File: src/rtl/mem_layout_pkg.sv
// Shared memory-layout definitions for the BRAM loader/generator path.
// Exposes the stream word width and the loader state encoding for probing.
package mem_layout;

    localparam int unsigned WORD_WIDTH = 32;

    typedef enum logic [2:0] {
        IDLE,
        PACK,
        WRITE,
        DRAIN,
        DONE
    } loader_state_t;

endpackage

File: src/rtl/bram_loader.sv
// Packs a 32-bit AXI-Stream into DATA_WIDTH-bit lines and writes them to sequential
// BRAM addresses, then hands the buffer to the generator on tlast or when the BRAM fills.
module bram_loader
    import mem_layout::*;
#(
    parameter int unsigned DATA_WIDTH = 256,
    parameter int unsigned BRAM_DEPTH = 512
) (
    input  logic                          clk,
    input  logic                          rst_n,
    input  logic [WORD_WIDTH-1:0]         s_tdata,
    input  logic                          s_tvalid,
    input  logic                          s_tlast,
    output logic                          s_tready,
    input  logic                          write_rdy,
    input  logic                          restart,
    output logic [$clog2(BRAM_DEPTH)-1:0] addr,
    output logic [DATA_WIDTH-1:0]         line_in,
    output logic                          we,
    output logic                          en,
    output logic                          generator_mode,
    output logic                          rst_gen_mode,
    output logic [$clog2(BRAM_DEPTH):0]   load_len,
    output logic                          load_done,
    output logic                          overflow
);

    localparam int unsigned LANES = DATA_WIDTH / WORD_WIDTH;
    localparam int unsigned AW    = $clog2(BRAM_DEPTH);
    localparam int unsigned LW    = (LANES > 1) ? $clog2(LANES) : 1;
    localparam logic [LW-1:0] LAST_LANE = LW'(LANES - 1);
    localparam logic [AW-1:0] LAST_ADDR = AW'(BRAM_DEPTH - 1);
    localparam logic [AW:0]   FULL_LEN  = (AW + 1)'(BRAM_DEPTH);

    loader_state_t         state_q, state_d;
    logic [LW-1:0]         lane_q;
    logic [AW-1:0]         addr_q;
    logic [DATA_WIDTH-1:0] line_q;
    logic [AW:0]           load_len_q;
    logic                  tlast_q, overflow_q, rst_gen_q, load_done_q;
    logic                  abort, accept;

    // restart is ignored in IDLE and overrides every other transition elsewhere
    assign abort  = restart && (state_q != IDLE);
    assign accept = s_tvalid && s_tready;

    always_ff @(posedge clk or negedge rst_n) begin
        if (!rst_n) begin
            state_q <= IDLE;
        end else begin
            state_q <= state_d;
        end
    end

    always_comb begin
        state_d = state_q;
        if (abort) begin
            state_d = IDLE;
        end else begin
            case (state_q)
                IDLE:  if (write_rdy) state_d = PACK;
                PACK:  if (accept && (s_tlast || lane_q == LAST_LANE)) state_d = WRITE;
                WRITE: begin
                    if (we) begin
                        if (tlast_q)               state_d = DONE;
                        else if (addr_q == LAST_ADDR) state_d = DRAIN;
                        else                       state_d = PACK;
                    end
                end
                DRAIN: if (accept && s_tlast) state_d = DONE;
                DONE:  state_d = DONE;
                default: state_d = IDLE;
            endcase
        end
    end

    always_comb begin
        s_tready       = 1'b0;
        we             = 1'b0;
        generator_mode = 1'b0;
        case (state_q)
            PACK, DRAIN: s_tready       = !abort;
            WRITE:       we             = write_rdy && !abort;
            DONE:        generator_mode = 1'b1;
            default:     ;
        endcase
    end

    assign en = we;

    always_ff @(posedge clk or negedge rst_n) begin
        if (!rst_n) begin
            lane_q      <= '0;
            addr_q      <= '0;
            line_q      <= '0;
            load_len_q  <= '0;
            tlast_q     <= 1'b0;
            overflow_q  <= 1'b0;
            rst_gen_q   <= 1'b0;
            load_done_q <= 1'b0;
        end else begin
            rst_gen_q   <= abort;
            load_done_q <= 1'b0;
            if (abort) begin
                lane_q     <= '0;
                addr_q     <= '0;
                line_q     <= '0;
                tlast_q    <= 1'b0;
                overflow_q <= 1'b0;
            end else begin
                case (state_q)
                    PACK: begin
                        if (accept) begin
                            for (int unsigned k = 0; k < LANES; k++) begin
                                if (lane_q == LW'(k)) begin
                                    line_q[k*WORD_WIDTH +: WORD_WIDTH] <= s_tdata;
                                end
                            end
                            lane_q  <= lane_q + 1'b1;
                            tlast_q <= s_tlast;
                        end
                    end
                    WRITE: begin
                        if (we) begin
                            // Clearing here zero-fills the lanes a short final line leaves empty
                            line_q <= '0;
                            lane_q <= '0;
                            if (addr_q != LAST_ADDR) addr_q <= addr_q + 1'b1;
                            if (tlast_q) begin
                                load_done_q <= 1'b1;
                                load_len_q  <= {1'b0, addr_q} + 1'b1;
                            end else if (addr_q == LAST_ADDR) begin
                                overflow_q <= 1'b1;
                            end
                        end
                    end
                    DRAIN: begin
                        if (accept && s_tlast) begin
                            load_done_q <= 1'b1;
                            load_len_q  <= FULL_LEN;
                        end
                    end
                    default: ;
                endcase
            end
        end
    end

    assign addr         = addr_q;
    assign line_in      = line_q;
    assign load_len     = load_len_q;
    assign load_done    = load_done_q;
    assign rst_gen_mode = rst_gen_q;
    assign overflow     = overflow_q;

endmodule

File: config.mk
export PLATFORM = sky130hd
export DESIGN_NAME = bram_loader
export DESIGN_NICKNAME = d
export VERILOG_FILES = /design/src/rtl/mem_layout_pkg.sv /design/src/rtl/bram_loader.sv
export SDC_FILE = /design/constraint.sdc
export NUM_CORES = 1
export LEC_CHECK = 0
export BUFFER_PORTS_ARGS = -buffer_cell sky130_fd_sc_hd__buf_2
export CAP_MARGIN = 20
export CORE_MARGIN = 4
export CORE_UTILIZATION = 55
export DETAILED_ROUTE_END_ITERATION = 8
export GPL_TIMING_DRIVEN = 0
export HOLD_SLACK_MARGIN = 0.02
export PLACE_DENSITY = 0.83
export SLEW_MARGIN = 40
export SYNTH_ARGS = -nofsm -noshare
export SYNTH_HDL_FRONTEND = slang
export SYNTH_SLANG_ARGS = --single-unit
File: constraint.sdc
create_clock -name clk -period 4 [get_ports clk]
set_clock_uncertainty 0.2 [all_clocks]
set_input_delay 0.2 -clock clk [delete_from_list [all_inputs] [get_ports clk]]
set_output_delay 0.2 -clock clk [all_outputs]
set_load 0.01 [all_outputs]
==> results.md <==
* Run status: complete, no violations
* CP startpoint kind: flop
* Average wire per cell in the routed design at 21.0 microns
* Worst flop-to-flop path endpoint: addr[8]
* Setup TNS after final layout at 0 ns
* # IOs at 320
* Global-route track usage on met3 at 5.34%
* Worst Path Max Fanout at 9
* Setup slack on the worst flop-to-flop path at 1.10 ns
* Leakage dissipation at 7.55 nW
* Global router's overall resource usage at 25.4%
* Prevailing post-synth register cell: sky130_fd_sc_hd__dfrtp_1
* Most used routing layer in global routing: met2
* Total Wirelength at 30100 microns
* Highest-count cells in the layout ignoring fill and taps: 319 x sky130_fd_sc_hd__buf_2, 285 x sky130_fd_sc_hd__dfrtp_1, 206 x sky130_fd_sc_hd__mux2_2, 41 x sky130_fd_sc_hd__clkbuf_1, 34 x sky130_fd_sc_hd__and2_1
* Die outline width at 154 microns
* Core Box Area at 21000 sq um
* Vias per Instance at 5.40
* Start-to-end type of the worst setup path: reg -> reg
* Startpoint of the most critical register-to-register path: addr[0]
* Number of placed instances with taps included at 1370
* Worst slack after detailed placement at 1.11 ns
* Number of global-route vias before repair at 8392
* Clock tree from TritonCTS: done
* Instance count of the mapped netlist at 772
* Max-slew headroom at the worst pin at 59.1%
* Register area share after synthesis at 60.6%
* Remaining routing DRC violations at 0
* Mapped Area at 11800 sq um
* Number of buffers added by the clock tree synthesis step at 30
* # clock sinks at 285
* Clock insertion delay at the later pin of the skew report at 0.53 ns
* Unrepaired setup endpoints after global routing: no
* Effective utilization at floorplan at 56.0%
* Area after DPL at 13800 sq um
* Maximum number of pins on one net before global-route repair at 79
* Multiplexer fraction of the synthesized cell area at 26.0%
* Cell Rows at 53
* Peak supply drop at 0.487 mV
* Count of TritonRoute iterations in the first routing pass at 4
* R2R cell count at 10
* Async set-reset flop share out of synthesis at 100%
* Count of yosys warnings during synthesis at 0
* Adder-Cell Fraction of Synth Area at 0.851%
* GR Util met1 at 32.2%
* Post-synth net total at 818
* Smallest setup slack after layout at 1.10 ns
* CTS clock-pin slew for the worst setup and hold paths at 0.06 ns
* Count of flip-flops with a built-in enable after synthesis at 0
* Most frequent standard cell in the layout excluding fill and tap cells: sky130_fd_sc_hd__buf_2
* Final worst-path cycle share at 72.4%
* Count of unique library cells instantiated by Yosys at 53
* Clock period minus worst slack at 2.90 ns
* Overall via count from detail_route at 7723
* Measured slew at the worst slew-check pin at 0.610 ns
* Initial antenna violation count at 1
* Compound-Gate Fraction of Synth Area at 2.68%
* Hold slack at 0.0494 ns
* Clock root buffer: sky130_fd_sc_hd__clkbuf_16
* Register bit total from synthesis at 285
* Data arrival time at the worst-slack endpoint at 3.10 ns
* Met2 track utilization from global routing at 43.0%
* Xor and xnor area share after synthesis at 0.744%
* Count of routing violations after the opening detailed-route iteration at 347
* NumNets Final at 1180
* Final RePlAce weighted congestion at 0.801
* Tot Pwr at 14.1 mW
* Die area at 23800 sq um
* Required time worst endpoint at 4.21 ns
* Growth of design area from synthesis to finish at 26.5%
* Grt total ovfl at 0
* Area of all placed cells without fillers at 14900 sq um
* Worst min-delay path category: in -> async
* Simple-gate portion of the synthesized area at 4.61%
* Vert. Die Dim at 154 microns
* Max-slew violation total from the final report at 0
* Critical path capture point type: flop
* Pwr Density at 945 nW/um^2
* Largest family of logic cells by synthesized area: multiplexers
* Cell Count, Final, Fillers Out at 1430
* Number of H-tree levels at 1
* Max Cap Violations at 0
* # diodes at 0
* Total setup violations reported at the end of the flow at 0
* Avg Inst Size Synth at 15.2 sq um
* Max frequency at 345 MHz
* Share of cells above drive strength 1 at 57.1%
* Max clock buf depth at 3
* Remaining antenna violation count at 0
* Hold Violations, Final at 0
* Wire length of the first global-routing pass at 48000 microns
* Input/output buffers at 319
* Number of cells upsized or downsized after cts at 0
* Total half-perimeter wirelength after legalization and detailed placement at 20600 microns
* Final standard cell utilization of the core at 70.8%
## cells in the mapped netlist, types with 3 or more instances
library cell               count  area, sq um
sky130_fd_sc_hd__o21ai_0       5         25.0
sky130_fd_sc_hd__o31ai_1       5         37.5
sky130_fd_sc_hd__inv_1         6         22.5
sky130_fd_sc_hd__nand2_1       7         26.3
sky130_fd_sc_hd__mux2_1       23          259
sky130_fd_sc_hd__and2_1       34          213
sky130_fd_sc_hd__buf_6        22          248
sky130_fd_sc_hd__or2_1         3         18.8
sky130_fd_sc_hd__and3_1        3         18.8
sky130_fd_sc_hd__mux2_4       30          450
sky130_fd_sc_hd__mux2i_1       3         30.0
sky130_fd_sc_hd__xnor2_1       8         70.1
sky130_fd_sc_hd__nor2_2        5         31.3
sky130_fd_sc_hd__ha_1          8          100
sky130_fd_sc_hd__buf_12        3         60.1
sky130_fd_sc_hd__dfrtp_1     285         7130
sky130_fd_sc_hd__buf_4         6         45.0
sky130_fd_sc_hd__o311ai_0      3         26.3
sky130_fd_sc_hd__nor2_1       14         52.6
sky130_fd_sc_hd__nand3_1       4         20.0
sky130_fd_sc_hd__mux2_2      206         2320
sky130_fd_sc_hd__a21oi_1       7         35.0
sky130_fd_sc_hd__a22o_1        7         61.3
sky130_fd_sc_hd__a21oi_2       4         35.0
sky130_fd_sc_hd__clkbuf_1     38          143
## final cells by class
cell class	instances	area, sq um
clock buffer	40	870
multi-input combinational	409	4110
inverter	7	26.3
clock inverter	13	101
sequential	285	7130
timing repair buffer	330	1800
fill	1470	6140
tap	275	344
buffer	71	504
## logic make-up after synthesis
kind of cell,count (synthesis)
DFF,285
muxes,262
and+or+nand+nor,89
buffers and inverters,78
AOI/OAI and AO/OA,40
xor gates and xnor gates,10
adders and majority gates,8
## sequential cells by signal (all words and copies together) (netlist names)
signal and flops:
line_in 256, load_len 10, addr 9, lane_q 3, state_q 3, load_done 1
overflow 1, rst_gen_mode 1, tlast_q 1
## layer usage
metal	wire length (microns)	part of all wire, %	vias up
li1	-	-	3399
met4	1290	4.3	0
met1	11800	39	3960
met2	15000	50	282
met5	0	0	-
met3	2000	6.7	82
## worst max path at each step
stage / to / slack (ns) / depth (start not counted) / from
4_1_cts: line_in[253] / 1.06 / 7 / state_q[0]
2_1_floorplan: addr[1] / 1.51 / 10 / addr[0]
5_1_grt: addr[8] / 0.79 / 10 / addr[0]
3_5_place_dp: line_in[185] / 1.11 / 7 / state_q[0]
3_3_place_gp: line_in[228] / -2.66 / 1 / rst_n
6_report: addr[8] / 1.10 / 10 / addr[0]
## power by group
group          internal [mW]  total [mW]  switching [mW]
Clock                   1.58        2.70            1.12
Sequential              4.18        4.87           0.684
Combinational           3.28        6.50            3.21
Total                   9.05        14.1            5.02
## critical path, cell delays in order, from the launching register on
cell and delay (ns):
sky130_fd_sc_hd__dfrtp_1 0.45, sky130_fd_sc_hd__ha_1 0.24, sky130_fd_sc_hd__and3_1 0.25, sky130_fd_sc_hd__nand3_1 0.19, sky130_fd_sc_hd__nor2_1 0.16, sky130_fd_sc_hd__ha_1 0.15
sky130_fd_sc_hd__clkbuf_1 0.32, sky130_fd_sc_hd__or3_1 0.17, sky130_fd_sc_hd__clkbuf_1 0.32, sky130_fd_sc_hd__mux2i_1 0.26, sky130_fd_sc_hd__nor2_1 0.05
## what timing repair did
action,CTS,global route
buffers inserted,0,0
hold buffers,7,0
endpoints found under the hold margin,164,0
(Power assumes the default switching activity.)
